--- config.mk ---
export PLATFORM = sky130hd
export DESIGN_NAME = plru_state_array
export DESIGN_NICKNAME = d
export VERILOG_FILES = /design/src/rtl/cache_pkg.sv /design/src/rtl/plru_state_array.sv
export SDC_FILE = /design/constraint.sdc
export NUM_CORES = 1
export LEC_CHECK = 0
export BUFFER_PORTS_ARGS = -buffer_cell sky130_fd_sc_hd__buf_2
export CAP_MARGIN = 20
export CORE_ASPECT_RATIO = 0.5
export CORE_MARGIN = 5
export CORE_UTILIZATION = 55
export CTS_CLUSTER_SIZE = 25
export DETAILED_ROUTE_END_ITERATION = 6
export GPL_TIMING_DRIVEN = 0
export PLACE_DENSITY = 0.76
export REMOVE_ABC_BUFFERS = 1
export SLEW_MARGIN = 25
export SYNTH_ARGS = -nofsm -noshare
export SYNTH_HDL_FRONTEND = slang
export SYNTH_SLANG_ARGS = --single-unit
--- constraint.sdc ---
create_clock -name clk -period 2.2 [get_ports clk]
set_clock_uncertainty 0.2 [all_clocks]
set_input_delay 0.11 -clock clk [delete_from_list [all_inputs] [get_ports clk]]
set_output_delay 0.11 -clock clk [all_outputs]
set_load 0.01 [all_outputs]
--- src/rtl/cache_pkg.sv ---
// Shared cache definitions: PLRU state type, one-hot way constants, the
// array controller FSM encoding and the victim-selection function used by
// both the state array and the PLRU decision logic.
package cache_pkg;

    typedef logic [2:0] plru_state_t;

    typedef enum logic {
        ST_INIT  = 1'b0,
        ST_READY = 1'b1
    } arr_state_t;

    localparam plru_state_t PLRU_INIT = 3'b000;

    localparam logic [3:0] WAY_A = 4'b0001;
    localparam logic [3:0] WAY_B = 4'b0010;
    localparam logic [3:0] WAY_C = 4'b0100;
    localparam logic [3:0] WAY_D = 4'b1000;

    // Pick the replacement way: lowest invalid way first, otherwise decode
    // the tree state. Ways at or above num_ways do not exist and are treated
    // as valid so they can never be chosen.
    function automatic logic [3:0] plru_victim(
        input plru_state_t state,
        input logic [3:0]  valid,
        input int          num_ways
    );
        logic [3:0] v_eff;
        v_eff = valid;
        for (int i = 0; i < 4; i++) begin
            if (i >= num_ways) v_eff[i] = 1'b1;
        end

        if (num_ways <= 1)      plru_victim = WAY_A;
        else if (!v_eff[0])     plru_victim = WAY_A;
        else if (!v_eff[1])     plru_victim = WAY_B;
        else if (!v_eff[2])     plru_victim = WAY_C;
        else if (!v_eff[3])     plru_victim = WAY_D;
        else if (num_ways == 2) plru_victim = state[0] ? WAY_A : WAY_B;
        else if (state[1:0] == 2'b11) plru_victim = WAY_A;
        else if (state[1:0] == 2'b01) plru_victim = WAY_B;
        else if (state[2])      plru_victim = WAY_C;
        else                    plru_victim = WAY_D;
    endfunction

endpackage

--- src/rtl/plru_state_array.sv ---
// Per-set PLRU tree state and way-valid storage. Serves one lookup and one
// write-back per cycle with write-first bypass, registers the replacement
// victim alongside the lookup data, and clears every set with a sweep after
// reset or flush.
import cache_pkg::*;

module plru_state_array #(
    parameter  int NUM_SETS = 16,
    parameter  int NUM_WAYS = 4,
    localparam int S_IDX    = $clog2(NUM_SETS)
) (
    input  logic                clk,
    input  logic                rst_n,
    input  logic                flush,
    input  logic                rd_en,
    input  logic [S_IDX-1:0]    rd_set,
    input  logic                upd_en,
    input  logic [S_IDX-1:0]    upd_set,
    input  logic [2:0]          upd_state,
    input  logic [NUM_WAYS-1:0] upd_way,
    output logic                ready,
    output logic                rd_valid,
    output logic [2:0]          lru_curstate,
    output logic [NUM_WAYS-1:0] valid_out,
    output logic [NUM_WAYS-1:0] victim_way
);

    arr_state_t          r_state;
    arr_state_t          w_next_state;
    logic [S_IDX-1:0]    r_cnt;

    plru_state_t         r_lru   [NUM_SETS];
    logic [NUM_WAYS-1:0] r_valid [NUM_SETS];

    logic                w_sweep_wr;
    logic                w_upd_wr;
    logic                w_rd_fire;
    logic                w_bypass;
    plru_state_t         w_rd_state;
    logic [NUM_WAYS-1:0] w_rd_valid_bits;
    logic [3:0]          w_valid4;
    logic [3:0]          w_victim4;

    logic                r_rd_valid;
    plru_state_t         r_lru_out;
    logic [NUM_WAYS-1:0] r_valid_out;
    logic [NUM_WAYS-1:0] r_victim_out;

    // FSM state register.
    // NOTE: sequential state always uses non-blocking (<=) so every flop
    // samples pre-edge values regardless of block ordering.
    always_ff @(posedge clk) begin
        if (!rst_n) r_state <= ST_INIT;
        else        r_state <= w_next_state;
    end

    // FSM next-state: sweep ends on the last set, flush always restarts it.
    // NOTE: the default assignment at the top keeps this block latch-free.
    always_comb begin
        w_next_state = r_state;
        case (r_state)
            ST_INIT: begin
                if (!flush && r_cnt == S_IDX'(NUM_SETS - 1)) w_next_state = ST_READY;
            end
            ST_READY: begin
                if (flush) w_next_state = ST_INIT;
            end
            default: w_next_state = ST_INIT;
        endcase
    end

    // FSM outputs: request qualification; flush drops any same-cycle update.
    always_comb begin
        ready      = (r_state == ST_READY);
        w_sweep_wr = (r_state == ST_INIT) && !flush;
        w_upd_wr   = ready && upd_en && !flush;
        w_rd_fire  = ready && rd_en;
    end

    // Sweep counter: walks sets during INIT, restarts on reset or flush.
    always_ff @(posedge clk) begin
        if (!rst_n || flush)        r_cnt <= '0;
        else if (r_state == ST_INIT) r_cnt <= r_cnt + S_IDX'(1);
    end

    // Storage write port: sweep clears a set, otherwise apply write-back.
    // NOTE: the arrays carry no reset; the INIT sweep is what clears them,
    // which keeps the reset net off every storage flop.
    always_ff @(posedge clk) begin
        if (w_sweep_wr) begin
            r_lru[r_cnt]   <= PLRU_INIT;
            r_valid[r_cnt] <= '0;
        end else if (w_upd_wr) begin
            r_lru[upd_set]   <= upd_state;
            r_valid[upd_set] <= r_valid[upd_set] | upd_way;
        end
    end

    // Lookup read path with write-first bypass and victim selection.
    always_comb begin
        w_bypass        = w_upd_wr && (upd_set == rd_set);
        w_rd_state      = w_bypass ? upd_state : r_lru[rd_set];
        w_rd_valid_bits = r_valid[rd_set] | (w_bypass ? upd_way : '0);
        w_valid4        = '0;
        w_valid4[NUM_WAYS-1:0] = w_rd_valid_bits;
        w_victim4       = plru_victim(w_rd_state, w_valid4, NUM_WAYS);
    end

    // Lookup output registers: load on an accepted lookup, hold otherwise.
    always_ff @(posedge clk) begin
        if (!rst_n) begin
            r_rd_valid   <= 1'b0;
            r_lru_out    <= PLRU_INIT;
            r_valid_out  <= '0;
            r_victim_out <= '0;
        end else begin
            r_rd_valid <= w_rd_fire;
            if (w_rd_fire) begin
                r_lru_out    <= w_rd_state;
                r_valid_out  <= w_rd_valid_bits;
                r_victim_out <= w_victim4[NUM_WAYS-1:0];
            end
        end
    end

    assign rd_valid     = r_rd_valid;
    assign lru_curstate = r_lru_out;
    assign valid_out    = r_valid_out;
    assign victim_way   = r_victim_out;

endmodule

== Word level (Yosys, flattened, before mapping) ==
Memories as Yosys holds them, arrays and structs flattened.
Index checks and enable logic that the tools add are counted.
Storage, ports and cells
  bits in registers: 17
  memory bits (writable): 112
  word-level logic and storage cells: 50
  memories: 2
Cells by class
  $add $sub $neg: 1
  equal/unequal tests: 4
  mux-type cells: 23
  bitwise operators: 3
  reductions and logical operators: 11
Memory list
  r_valid: words 16, bits a word 4, read ports 2, clocked after memory_dff 0, wr ports 1, line plru_state_array.sv:33  | logic [NUM_WAYS-1:0] r_valid [NUM_SETS];
  r_lru: words 16, bits a word 3, read ports 1, clocked after memory_dff 0, wr ports 1, line plru_state_array.sv:32  | plru_state_t r_lru [NUM_SETS];
Operators with widths (number)
  4-bit 2-to-1 mux: 11
  1-bit 2-to-1 mux: 9
  4-bit OR: 2
  1-bit logical AND: 6
  3-bit 2-to-1 mux: 2
  4-bit by 1-bit adder with 4-bit output, second input constant: 1
  4-bit equality test: 1
  4-bit equality test, second input constant: 1
  4-bit OR reduction: 1
  3-bit OR reduction: 1
  2-bit by 1-bit equality test with 1-bit output, second input constant: 1
  2-bit equality test, second input constant: 1
  1-bit zero test: 2
  1-bit case mux with 2 select lines: 1
  1-bit logical OR: 1
  1-bit NOT: 1

== Depth between registers and ports, before layout ==
  depth in word-level cells: 11
  mapped depth: 8

== Least setup slack after synthesis ==
Ideal clock, no wire load.
  path kind: input port to flip-flop
  start: in upd_set[0]
  end: mem r_valid[0][0] (data pin)
  setup time: 0.305 ns
  arrival: 1.866 ns
  setup slack: -0.171 ns
  cell stages on the path: 6
  path buffers: 2
  path through: buf_2 > buf_2 > mux4_2 > mux4_2 > nor2_1 > nor2_1
On the way
  word-level cells in the longest chain between the ends: 3
Ends and longest elaborated chain
  start, declared: line plru_state_array.sv:18  | input logic [S_IDX-1:0] upd_set,
  memory 16 x 4 bit
  4-bit OR: line plru_state_array.sv:95  | r_valid[upd_set] <= r_valid[upd_set] | upd_way;
  4-bit 2-to-1 mux (no source line)
  end, declared: line plru_state_array.sv:33
Every way passes these cells.

==> flow_summary.toml <==
[timing]
slew_violations = 0
tns_ps = -1780
timing.final.ws_setup_ps = -75.2
max_freq_mhz = 440
hold_violations = 0
fin_crit_ps = 2280
fin_crit_sh_pct = 103
rsz0062_at_grt = "true"
worstMarginPinSlew_ps = 854
relSlewSlack_pct = 42.9
setup_viol = 41

[layout]
drive_gt1_share_pct = 41.0
final_nets = 440
diodes = 0
mostFrequentLayoutCells = "edfxtp_1 (112), mux4_2 (48), buf_2 (28)"
layout_commonest_cell = "edfxtp_1"
seqCellArea_um2 = 3710
final_util_pct = 71.2
area_delta_synth_final_pct = 25.2
fillCellCount = 541
multi_input_area_um2 = 2230

[worst_setup_path]
path_cells = "mux4_2 -> mux4_2 -> nor2_1 -> nor2_2"
crit_buf_inv = 0
startpoint_type = "flop"
cp_common_cell = "mux4_2"
cp.required_ps = 2140
worstPathMaxFanout = 16
worstSetupEndpointType = "flop"
slowest_stage = "mux4_2"
worstPathArrival_ps = 2210
crit_type = "reg2reg"
path_delay_family = "multiplexers"
max_stage_delay_ps = 530

[placement]
globalplace.congestion = 0.827
place.port_buffers = 32
post-place-ws_ps = -1320
hpwl_mm = 8.75

[clock_network]
cts.sinks = 129
cts_buffers = 17
cts.reportedPaths.clkPinSlew_ps = 60
htreeDepth = 4
worstSkewPairLatency_ps = 420
clock_path_buffers = 2
cts_tree = "done"
clockRootBuffer = "clkbuf_16"

[floorplanning]
die_area_um2 = 13000
start_util_pct = 56.9
die_h_um = 83.0
rows = 26
coreArea_um2 = 10300
io-pin-count = 33
die_w_um = 156

[logic_synthesis]
synth_top_family_by_area = "multiplexers"
synth_compound_area_share_pct = 4.89
yosysUniqueCellTypes = 46
yosys_warnings = 0
async_flop_share_pct = 0
yosysSeqAreaShare_pct = 63.2
netlist_area_um2 = 5860
synth_simple_gate_area_share_pct = 7.26
ys_seq_elements = 129
synthMuxAreaShare_pct = 21.0
netlist_instances = 359
synth_adder_area_share_pct = 0.213
ys.flop_type = "edfxtp_1"
synth.avg_cell_area_um2 = 16.3
synth_edf_count = 112
synth-xor-area-share_pct = 1.05

[detailed_routing]
vias = 3961
drc_errors = 0
drt_pass1_iterations = 5
avgViaCountPerCell = 6.92
finalWirelength_mm = 16.5
drtIter0Drc = 602
wl_per_cell_um = 28.9
ant_nets = 0

[run_status]
outcome = "complete, but fails checks"
violations = "negative setup slack"

[global_route]
grt_pass1_wl_mm = 22.8
grt_pass1_vias = 3752
antenna_found_initial = 0
gr-total-overflow = 0
grtUsageTotal_pct = 24.3
grt_max_degree = 30

[power]
p_per_area_nw_per_um2 = 811
vdd_ir_drop_max_v = 0.000613
leakage_nw = 2.67

[hold_path]
hp-class = "in2reg"

[run]
maxCapViolCount = 0
## report_power, final
group | total [mW] | internal (mW) | switching (mW)
Sequential | 2.64 | 2.63 | 0.00786
Clock | 3.01 | 1.82 | 1.19
Combinational | 0.297 | 0.126 | 0.172
Total | 5.95 | 4.58 | 1.37
## what timing repair did
item                       4_1_cts  5_1_grt
setup buffers                   12       10
setup endpoints to repair      235      168
gates cloned                     1        0
pin swaps                        6       11
hold endpoints to repair        17        0
gates resized for setup         45       21
hold buffers                     8        0
## stage by stage
| step | std cells | hold WS, ps | cell area (µm²) | total power [mW] |
|---|---|---|---|---|
| floorplan | 338 | 27.3 | 5750 | 2.82 |
| global placement | 510 | 190 | 6080 | 2.93 |
| detailed placement | 510 | 204 | 6080 | 2.94 |
| CTS | 563 | 1.97 | 7080 | 5.91 |
| global route | 572 | 100 | 7340 | 6.10 |
| finish | 572 | 74.3 | 7340 | 5.95 |
## worst reg2reg max path, delay by kind of cell, from the launching register on
family | cells | cell delay [ps]
multiplexers | 2 | 1020
flip-flops | 1 | 440
AND/OR/NAND/NOR | 2 | 330
## synth_stat cells, drive strengths merged (2+ instances only)
cell	n	area, µm²
mux4	49	1110
mux2	2	22.5
nor2b	2	12.5
a311oi	3	26.3
nor2	43	161
mux2i	10	100
nor3	4	20.0
buf	18	103
nand2b	3	18.8
nand2	13	48.8
o21a	2	15.0
a211o	3	26.3
xor2	5	43.8
clkbuf	3	11.3
and2	4	25.0
a21boi	3	22.5
a21oi	12	63.8
nor3b	2	15.0
a31oi	6	37.5
o21ai	3	15.0
inv	8	30.0
o211ai	4	30.0
dfxtp	17	340
edfxtp	112	3360
xnor2	2	17.5
nand3b	3	22.5
nand3	9	45.0
## path summary, 6_finish.rpt
| kind | start | end | slack, ps | depth (start not counted) |
|---|---|---|---|---|
| setup / recovery | r_valid[11][1]$_DFFE_PP_ | r_valid[3][1]$_DFFE_PP_ | -80 | 4 |
| hold / removal | upd_way[1] | victim_way[2]$_SDFFE_PN0P_ | 70 | 4 |
| setup reg to reg | r_valid[11][1]$_DFFE_PP_ | r_valid[3][1]$_DFFE_PP_ | -80 | 4 |
| hold reg to reg | valid_out[0]$_SDFFE_PN0P_ | valid_out[0]$_SDFFE_PN0P_ | 300 | 2 |
## state kept, by name, indices dropped and copies added (netlist names)
register      cells
lru_curstate      3
r_cnt             4
r_lru            48
r_valid          64
rd_valid          1
ready             1
valid_out         4
victim_way        4
## final cells by class
type / count / area share, %
Multi-Input combinational cell: 202 / 30.5
Tap cell: 140 / 2.39
Sequential cell: 129 / 50.5
Clock inverter: 15 / 2.73
Timing Repair Buffer: 61 / 7.71
Clock buffer: 17 / 5.80
Inverter: 8 / 0.409
## layer usage
| metal | up-vias | share of wire, % | track usage, % |
|---|---|---|---|
| met1 | 1964 | 36 | 30.8 |
| li1 | 1570 | - | - |
| met5 | - | 0 | 0 |
| met4 | 0 | 3.4 | 8.10 |
| met2 | 364 | 46 | 37.0 |
| met3 | 63 | 14 | 11.4 |
## kinds of logic (layout without fill, tap and decap cells)
| family | Yosys count | count (layout) |
|---|---|---|
| adders and majority gates | 1 | 1 |
| buffers and inverters | 29 | 101 |
| AOI/OAI and AO/OA | 42 | 42 |
| and+or+nand+nor | 90 | 91 |
| muxes | 61 | 61 |
| DFF | 129 | 129 |
| xor gates and xnor gates | 7 | 7 |
No activity file was read; power rests on OpenSTA's default activity.
